<file path="src/rtl/tlb_pkg.sv">
// Shared widths, flush-mode encodings, flush FSM states and the TLB tag type.
package tlb_pkg;

   localparam int unsigned VPN2W = 19;
   localparam int unsigned ASIDW = 8;
   localparam int unsigned CW    = 3;

   localparam logic [1:0] FLUSH_ALL  = 2'd0;
   localparam logic [1:0] FLUSH_ASID = 2'd1;
   localparam logic [1:0] FLUSH_NG   = 2'd2;

   typedef enum logic [1:0] {
      ST_IDLE = 2'd0,
      ST_WALK = 2'd1,
      ST_DONE = 2'd2
   } flush_state_t;

   typedef struct packed {
      logic [VPN2W-1:0] vpn2;
      logic [ASIDW-1:0] asid;
      logic             g;
   } tlb_tag_t;

   // Tag compare; presence is qualified separately by the caller.
   function automatic logic tag_match(input tlb_tag_t tag, input logic [VPN2W-1:0] vpn2,
                                      input logic [ASIDW-1:0] asid);
      return (vpn2 == tag.vpn2) && ((asid == tag.asid) || tag.g);
   endfunction

endpackage

</file>
<file path="src/rtl/tlb_search_port.sv">
// One registered TLB search port: match vector, lowest-index select, multi-hit flag, page mux.
module tlb_search_port
   import tlb_pkg::*;
#(
   parameter  int unsigned TLBNUM = 16,
   parameter  int unsigned PFNW   = 20,
   localparam int unsigned IW     = $clog2(TLBNUM),
   localparam int unsigned PGW    = PFNW + CW + 2
) (
   input  logic                 i_clk,
   input  logic                 i_reset,
   input  logic                 i_req,
   input  logic [VPN2W-1:0]     i_vpn2,
   input  logic                 i_odd_page,
   input  logic [ASIDW-1:0]     i_asid,
   input  logic [TLBNUM-1:0]    i_e,
   input  tlb_tag_t             i_tag   [TLBNUM],
   input  logic [PGW-1:0]       i_page0 [TLBNUM],
   input  logic [PGW-1:0]       i_page1 [TLBNUM],
   output logic                 o_rvalid,
   output logic                 o_found,
   output logic                 o_multi,
   output logic [IW-1:0]        o_index,
   output logic [PFNW-1:0]      o_pfn,
   output logic [CW-1:0]        o_c,
   output logic                 o_d,
   output logic                 o_v
);

   logic [TLBNUM-1:0] w_match;
   logic              w_hit;
   logic              w_multi;
   logic [IW-1:0]     w_idx;
   logic [PGW-1:0]    w_page;

   logic              r_rvalid;
   logic              r_found;
   logic              r_multi;
   logic [IW-1:0]     r_index;
   logic [PGW-1:0]    r_page;

   // Scan entries low to high: first hit gives the index, any later hit flags multi.
   always_comb begin
      w_match = '0;
      w_hit   = 1'b0;
      w_multi = 1'b0;
      w_idx   = '0;
      for (int i = 0; i < int'(TLBNUM); i++) begin
         w_match[i] = i_e[i] && tag_match(i_tag[i], i_vpn2, i_asid);
         if (w_match[i]) begin
            if (w_hit) w_multi = 1'b1;
            else       w_idx   = IW'(i);
            w_hit = 1'b1;
         end
      end
   end

   // Page mux; a miss returns all-zero attributes.
   always_comb begin
      w_page = '0;
      if (w_hit) w_page = i_odd_page ? i_page1[w_idx] : i_page0[w_idx];
   end

   // Result registers: rvalid pulses per request, payload holds until the next request.
   always_ff @(posedge i_clk) begin
      if (i_reset) begin
         r_rvalid <= 1'b0;
         r_found  <= 1'b0;
         r_multi  <= 1'b0;
         r_index  <= '0;
         r_page   <= '0;
      end else begin
         r_rvalid <= i_req;
         if (i_req) begin
            r_found <= w_hit;
            r_multi <= w_multi;
            r_index <= w_idx;
            r_page  <= w_page;
         end
      end
   end

   assign o_rvalid = r_rvalid;
   assign o_found  = r_found;
   assign o_multi  = r_multi;
   assign o_index  = r_index;
   assign o_pfn    = r_page[PGW-1:CW+2];
   assign o_c      = r_page[CW+1:2];
   assign o_d      = r_page[1];
   assign o_v      = r_page[0];

endmodule

</file>
<file path="src/rtl/tlb_ctrl.sv">
// Fully associative dual-page TLB: entry array, write/read ports, flush engine, Random counter.
module tlb_ctrl
   import tlb_pkg::*;
#(
   parameter  int unsigned TLBNUM = 16,
   parameter  int unsigned PFNW   = 20,
   localparam int unsigned IW     = $clog2(TLBNUM)
) (
   input  logic             i_clk,
   input  logic             i_reset,
   input  logic             i_s0_req,
   input  logic [VPN2W-1:0] i_s0_vpn2,
   input  logic             i_s0_odd_page,
   input  logic [ASIDW-1:0] i_s0_asid,
   output logic             o_s0_rvalid,
   output logic             o_s0_found,
   output logic             o_s0_multi,
   output logic [IW-1:0]    o_s0_index,
   output logic [PFNW-1:0]  o_s0_pfn,
   output logic [CW-1:0]    o_s0_c,
   output logic             o_s0_d,
   output logic             o_s0_v,
   input  logic             i_s1_req,
   input  logic [VPN2W-1:0] i_s1_vpn2,
   input  logic             i_s1_odd_page,
   input  logic [ASIDW-1:0] i_s1_asid,
   output logic             o_s1_rvalid,
   output logic             o_s1_found,
   output logic             o_s1_multi,
   output logic [IW-1:0]    o_s1_index,
   output logic [PFNW-1:0]  o_s1_pfn,
   output logic [CW-1:0]    o_s1_c,
   output logic             o_s1_d,
   output logic             o_s1_v,
   input  logic             i_we,
   input  logic [IW-1:0]    i_w_index,
   input  logic [VPN2W-1:0] i_w_vpn2,
   input  logic [ASIDW-1:0] i_w_asid,
   input  logic             i_w_g,
   input  logic [PFNW-1:0]  i_w_pfn0,
   input  logic [CW-1:0]    i_w_c0,
   input  logic             i_w_d0,
   input  logic             i_w_v0,
   input  logic [PFNW-1:0]  i_w_pfn1,
   input  logic [CW-1:0]    i_w_c1,
   input  logic             i_w_d1,
   input  logic             i_w_v1,
   input  logic [IW-1:0]    i_r_index,
   output logic             o_r_e,
   output logic [VPN2W-1:0] o_r_vpn2,
   output logic [ASIDW-1:0] o_r_asid,
   output logic             o_r_g,
   output logic [PFNW-1:0]  o_r_pfn0,
   output logic [CW-1:0]    o_r_c0,
   output logic             o_r_d0,
   output logic             o_r_v0,
   output logic [PFNW-1:0]  o_r_pfn1,
   output logic [CW-1:0]    o_r_c1,
   output logic             o_r_d1,
   output logic             o_r_v1,
   input  logic             i_flush_req,
   input  logic [1:0]       i_flush_mode,
   input  logic [ASIDW-1:0] i_flush_asid,
   output logic             o_flush_busy,
   output logic             o_flush_done,
   input  logic [IW-1:0]    i_wired,
   output logic [IW-1:0]    o_rand_index
);

   localparam int unsigned PGW = PFNW + CW + 2;

   tlb_tag_t           r_tag   [TLBNUM];
   logic [PGW-1:0]     r_page0 [TLBNUM];
   logic [PGW-1:0]     r_page1 [TLBNUM];
   logic [TLBNUM-1:0]  r_e;

   flush_state_t       r_state;
   logic [IW-1:0]      r_ptr;
   logic [1:0]         r_mode;
   logic [ASIDW-1:0]   r_fasid;
   logic               r_busy;
   logic               r_done;
   logic [IW-1:0]      r_rand;

   logic               w_qual;
   logic               w_flush_clr;

   // Entry payload write; tags and pages are not reset, presence bits guard them.
   always_ff @(posedge i_clk) begin
      if (i_we) begin
         r_tag[i_w_index]   <= tlb_tag_t'{vpn2: i_w_vpn2, asid: i_w_asid, g: i_w_g};
         r_page0[i_w_index] <= {i_w_pfn0, i_w_c0, i_w_d0, i_w_v0};
         r_page1[i_w_index] <= {i_w_pfn1, i_w_c1, i_w_d1, i_w_v1};
      end
   end

   // Does the entry under the flush pointer qualify for invalidation in the latched mode.
   always_comb begin
      w_qual = 1'b1;
      case (r_mode)
         FLUSH_ASID: w_qual = !r_tag[r_ptr].g && (r_tag[r_ptr].asid == r_fasid);
         FLUSH_NG:   w_qual = !r_tag[r_ptr].g;
         default:    w_qual = 1'b1;
      endcase
      w_flush_clr = (r_state == ST_WALK) && w_qual;
   end

   // Presence bits: flush clears, a same-cycle write to the same entry wins.
   always_ff @(posedge i_clk) begin
      if (i_reset) begin
         r_e <= '0;
      end else begin
         if (w_flush_clr) r_e[r_ptr] <= 1'b0;
         if (i_we)        r_e[i_w_index] <= 1'b1;
      end
   end

   // Flush engine: latch request in IDLE, walk one entry per cycle, pulse done once.
   always_ff @(posedge i_clk) begin
      if (i_reset) begin
         r_state <= ST_IDLE;
         r_ptr   <= '0;
         r_mode  <= FLUSH_ALL;
         r_fasid <= '0;
         r_busy  <= 1'b0;
         r_done  <= 1'b0;
      end else begin
         r_done <= 1'b0;
         case (r_state)
            ST_IDLE: begin
               if (i_flush_req) begin
                  r_state <= ST_WALK;
                  r_ptr   <= '0;
                  r_mode  <= i_flush_mode;
                  r_fasid <= i_flush_asid;
                  r_busy  <= 1'b1;
               end
            end
            ST_WALK: begin
               if (r_ptr == IW'(TLBNUM - 1)) begin
                  r_state <= ST_DONE;
                  r_done  <= 1'b1;
               end else begin
                  r_ptr <= r_ptr + IW'(1);
               end
            end
            ST_DONE: begin
               r_state <= ST_IDLE;
               r_busy  <= 1'b0;
            end
            default: begin
               r_state <= ST_IDLE;
               r_busy  <= 1'b0;
            end
         endcase
      end
   end

   // Random index: free-running down-count inside [wired, TLBNUM-1].
   always_ff @(posedge i_clk) begin
      if (i_reset)                r_rand <= IW'(TLBNUM - 1);
      else if (r_rand <= i_wired) r_rand <= IW'(TLBNUM - 1);
      else                        r_rand <= r_rand - IW'(1);
   end

   tlb_search_port #(.TLBNUM(TLBNUM), .PFNW(PFNW)) u_s0 (
      .i_clk      (i_clk),
      .i_reset    (i_reset),
      .i_req      (i_s0_req),
      .i_vpn2     (i_s0_vpn2),
      .i_odd_page (i_s0_odd_page),
      .i_asid     (i_s0_asid),
      .i_e        (r_e),
      .i_tag      (r_tag),
      .i_page0    (r_page0),
      .i_page1    (r_page1),
      .o_rvalid   (o_s0_rvalid),
      .o_found    (o_s0_found),
      .o_multi    (o_s0_multi),
      .o_index    (o_s0_index),
      .o_pfn      (o_s0_pfn),
      .o_c        (o_s0_c),
      .o_d        (o_s0_d),
      .o_v        (o_s0_v)
   );

   tlb_search_port #(.TLBNUM(TLBNUM), .PFNW(PFNW)) u_s1 (
      .i_clk      (i_clk),
      .i_reset    (i_reset),
      .i_req      (i_s1_req),
      .i_vpn2     (i_s1_vpn2),
      .i_odd_page (i_s1_odd_page),
      .i_asid     (i_s1_asid),
      .i_e        (r_e),
      .i_tag      (r_tag),
      .i_page0    (r_page0),
      .i_page1    (r_page1),
      .o_rvalid   (o_s1_rvalid),
      .o_found    (o_s1_found),
      .o_multi    (o_s1_multi),
      .o_index    (o_s1_index),
      .o_pfn      (o_s1_pfn),
      .o_c        (o_s1_c),
      .o_d        (o_s1_d),
      .o_v        (o_s1_v)
   );

   assign o_r_e        = r_e[i_r_index];
   assign o_r_vpn2     = r_tag[i_r_index].vpn2;
   assign o_r_asid     = r_tag[i_r_index].asid;
   assign o_r_g        = r_tag[i_r_index].g;
   assign o_r_pfn0     = r_page0[i_r_index][PGW-1:CW+2];
   assign o_r_c0       = r_page0[i_r_index][CW+1:2];
   assign o_r_d0       = r_page0[i_r_index][1];
   assign o_r_v0       = r_page0[i_r_index][0];
   assign o_r_pfn1     = r_page1[i_r_index][PGW-1:CW+2];
   assign o_r_c1       = r_page1[i_r_index][CW+1:2];
   assign o_r_d1       = r_page1[i_r_index][1];
   assign o_r_v1       = r_page1[i_r_index][0];
   assign o_flush_busy = r_busy;
   assign o_flush_done = r_done;
   assign o_rand_index = r_rand;

endmodule
</file>
<file path="config.mk">
export PLATFORM = sky130hd
export DESIGN_NAME = tlb_ctrl
export DESIGN_NICKNAME = d
export VERILOG_FILES = /design/src/rtl/tlb_pkg.sv /design/src/rtl/tlb_search_port.sv /design/src/rtl/tlb_ctrl.sv
export SDC_FILE = /design/constraint.sdc
export NUM_CORES = 2
export LEC_CHECK = 0
export BUFFER_PORTS_ARGS = -buffer_cell sky130_fd_sc_hd__buf_2
export CAP_MARGIN = 20
export CORE_UTILIZATION = 57
export DETAILED_ROUTE_END_ITERATION = 12
export HOLD_SLACK_MARGIN = 0.06
export PLACE_DENSITY = 0.77
export SLEW_MARGIN = 0
export SYNTH_ARGS = -nofsm -noshare
export SYNTH_HDL_FRONTEND = slang
export SYNTH_SLANG_ARGS = --single-unit
</file>
<file path="constraint.sdc">
create_clock -name i_clk -period 6.85 [get_ports i_clk]
set_clock_uncertainty 0.15 [all_clocks]
set_input_delay 0.685 -clock i_clk [delete_from_list [all_inputs] [get_ports i_clk]]
set_output_delay 0.685 -clock i_clk [all_outputs]
set_load 0.005 [all_outputs]
</file>
==> results.toml <==
[final_layout]
final_area_um2 = 88100
multiInputGateArea_um2 = 37300
final_core_utilization_pct = 64.2
nets = 6248
number_of_cells_in_the_finished_layout_apart_from_fillers = 8011
post_route_cells_drive_above_1_share_pct = 23.3
filler_cell_count = 10000
ff_latch_area_um2 = 39500
flow.area_growth_from_synthesis_pct = 11.8

[detailed_routing]
final_ant_viol_nets = 0
vias = 62800
drt-total-wl_mm = 337
mean_routed_wirelength_per_cell_um = 42.1
via_per_inst = 7.84
drt-initial-drc-count = 12000
post-route-drc-count = 0
firstDrtPassIters = 9

[sta]
slew_viol_final = 0
timing.final.setup_violations = 0
timing.hold.ws_ns = 0.0927
setup_slack_ns = 1.25
final_period_minus_worst_setup_slack_ns = 5.60
rsz_0062_raised_after_global_routing = "false"
timing.setup.tns_ns = 0
fmaxAchievable_mhz = 179
worst_slew_pin_slew_ns = 1.25
worst_slew_margin_rel_pct = 16.9
final.period_utilization_pct = 81.7
final_report_hold_violation_count = 0

[power]
fin_total_pwr_mw = 19.6
ir_worst_vdd_mv = 0.225
leakagePower_nw = 28.7
power.density_cell_area_nw_per_um2 = 222

[synth]
synth_area_per_cell_um2 = 13.7
postSynth.topFlopCell = "edfxtp_1"
synth_top_family_by_area = "multiplexers"
synthArstFlopShare_pct = 0
synth.distinct_cells = 96
ys_warn_count = 0
synth.net_count = 5948
complex_gate_fraction_of_the_synthesized_area_pct = 5.81
ys_seq_area_share_pct = 50.1
synth.top_cells.by_count = "1248 x edfxtp_1, 650 x xor2_1, 526 x mux2i_1"
synthesis.instances = 5775
synthSimpleGateAreaFrac_pct = 9.21
synth_top_area_share_pct = 47.5
yosys.cell_count.top_type = "edfxtp_1"
synth_xor_xnor_area_share_pct = 9.73
mux_share_of_post_synthesis_cell_area_pct = 21.9
synth-adder-area-share_pct = 0.200
number_of_flops_mapped_to_enable_cells_by_yosys = 1248
post_synth_main_area_contributors = "edfxtp_1 48%, mux4_2 14%, xor2_1 7.2%"
synth_seq_cells = 1350
synth_top_area_cell = "edfxtp_1"
netlist_area_before_placement_um2 = 78800

[worst_setup_path]
worst-path-max-fanout = 12
setup.reg_to_reg.worst_slack_ns = 1.25
worst_r2r_startpoint = "r_tag[64]$_DFFE_PP_"
required_time_at_the_worst_slack_endpoint_ns = 7.37
criticalPathCategory = "reg -> reg"
crit_arrival_ns = 6.12
critical_path.slowest_cell = "nor4_2"
critPathMostFrequentCell = "nor4_1"
slowest_delay_ns = 1.04
worst_r2r_endpoint = "u_s1.r_page[9]$_SDFFE_PP0P_"
timing.critical_path.from = "r_tag[64]$_DFFE_PP_"
crit_family = "simple AND/OR/NAND/NOR gates"
list_of_cells_traversed_by_the_critical_path = "xor2_1 > nor4_1 > a21oi_1 > buf_6 > nor4_2 > nor4_1 > nand2b_1 > a21boi_4 > nor2_1 > and2_1 > buf_12 > a22oi_1 > nand3_1"
worst_setup_start_kind = "flop"
worst_reg2reg_path_depth = 13
crit_path_end_kind = "flop"
path_buf_inv = 2

[floorplanning]
core-area_um2 = 137000
die_height_um = 374
die-area_um2 = 140000
top_level_ports = 311
die_w_um = 374
start_util_pct = 57.4
std_cell_rows = 136

[placement]
hpwl_mm = 225
place.gp.congestion = 1.09
placedCellCount = 7708
dpl_cell_area_um2 = 83000
place.port_buffers = 310
detailedPlace.worstSlack_ns = 0.980

[global_route]
global_route.usage.met2_pct = 65.7
grt_first_pass_wirelength_mm = 463
busiest_layer = "met2"
globalRoute.totalOverflow = 0
grt_start_max_net_pins = 98
grt_overall_usage_pct = 47.4
number_of_antenna_violations_at_the_first_check_in_global_routing = 27
vias_in_the_first_global_route = 59800
grt_util_met1_pct = 63.1
met3_grt_util_pct = 18.5

[clock_tree]
clock_sink_count = 1350
tritoncts = "built"
clock_tree.htree_level_count = 4
cts_buffer_depth = 3
clock_latency_ns = 0.82
clk_pin_slew_worst_paths_ns = 0.06
cts_made_buffers = 145
clock_root_buffer = "clkbuf_16"
post_cts.repair.setup_buffers = 0

[flow_run]
maxCapViolCount = 0

[worst_hold_path]
hold_path.startpoint = "i_w_pfn0[2]"
hold_path.class = "in -> reg"
hold_path_end = "r_page0[332]$_DFFE_PP_"
cells_on_worst_hold_path = 1

[status]
run_status = "finished clean"
cell usage in the layout, fill, tap and decap left out, types with 16 or more instances in the layout:
master / synthesis / routed
a211oi_1: 47 / 47
a21oi_1: 133 / 133
xnor2_1: 226 / 226
clkbuf_16: 0 / 148
xor2_1: 650 / 650
nand2b_1: 16 / 16
dfxtp_1: 102 / 100
o211ai_1: 26 / 26
buf_12: 3 / 30
o221ai_1: 26 / 24
a211o_1: 21 / 20
clkbuf_1: 135 / 28
edfxtp_1: 1248 / 1248
nand4b_1: 32 / 32
nor4b_1: 35 / 34
mux2_2: 92 / 92
bufinv_16: 0 / 17
or4_1: 51 / 51
inv_1: 26 / 22
nor3_1: 28 / 20
nand4_1: 124 / 124
o21ai_0: 54 / 54
nand2_1: 375 / 374
a31oi_1: 66 / 65
buf_4: 49 / 210
nand3_1: 182 / 182
o22ai_1: 73 / 73
and2_1: 29 / 30
a222oi_1: 36 / 36
nor2_1: 106 / 88
a221o_1: 20 / 20
and3_1: 34 / 33
nor4_1: 275 / 265
diode_2: 0 / 21
mux2i_1: 526 / 526
mux4_2: 488 / 488
buf_2: 135 / 308
clkinv_2: 0 / 20
a22oi_1: 39 / 39
metal layers:
| metal | routed length [um] | part of all wire [%] |
|---|---|---|
| met4 | 23600 | 7.0 |
| met3 | 56200 | 17 |
| met1 | 118000 | 35 |
| met2 | 139000 | 41 |
| met5 | 93 | 0.028 |
kinds of logic (layout without fill, tap and decap cells):
logic type,after synthesis,count (layout)
adders and majority gates,13,13
and+or+nand+nor,1345,1345
other,0,21
buffers and inverters,439,860
xor gates and xnor gates,876,876
muxes,1106,1106
AOI/OAI and AO/OA,646,646
DFF,1350,1350
power by group:
part           internal [mW]  switching (mW)
Sequential              9.18           0.186
Combinational          0.699            1.20
Clock                   4.77            3.57
repair_timing:
action,CTS,global route
endpoints found under the hold margin,21,0
gates resized for setup,0,0
setup endpoints to repair,0,0
hold buffers,11,0
how the worst max path moves through the flow:
stage | to | slack, ns | cells past startpoint
2_1_floorplan | r_page0[175]$_DFFE_PP_ | 1.66 | 2
3_3_place_gp | u_s0.r_page[8]$_SDFFE_PP0P_ | 0.54 | 15
3_5_place_dp | u_s1.r_page[17]$_SDFFE_PP0P_ | 0.98 | 14
4_1_cts | u_s1.r_page[17]$_SDFFE_PP0P_ | 1.48 | 13
5_1_grt | u_s0.r_page[18]$_SDFFE_PP0P_ | 1.21 | 13
6_report | u_s1.r_page[9]$_SDFFE_PP0P_ | 1.25 | 13
registers in the layout, indices dropped and copies added (netlist names), 2 cells and up:
register      cells
r_mode            2
r_fasid           8
o_rand_index      4
u_s0.o_index      4
u_s0.r_page      25
r_state           2
r_page0         400
u_s1.r_page      25
u_s1.o_index      4
r_page1         400
r_tag           448
r_ptr             4
r_e              16
cell type report:
class	instances	share of cell area [%]
Clock buffer	185	4.46
Multi-Input combinational cell	3986	42.4
Timing Repair Buffer	564	4.42
Sequential cell	1350	44.8
Clock inverter	83	1.19
Inverter	28	0.133
Antenna cell	21	0.0596
Tap cell	1794	2.55
No activity file was read; power rests on OpenSTA's default activity.
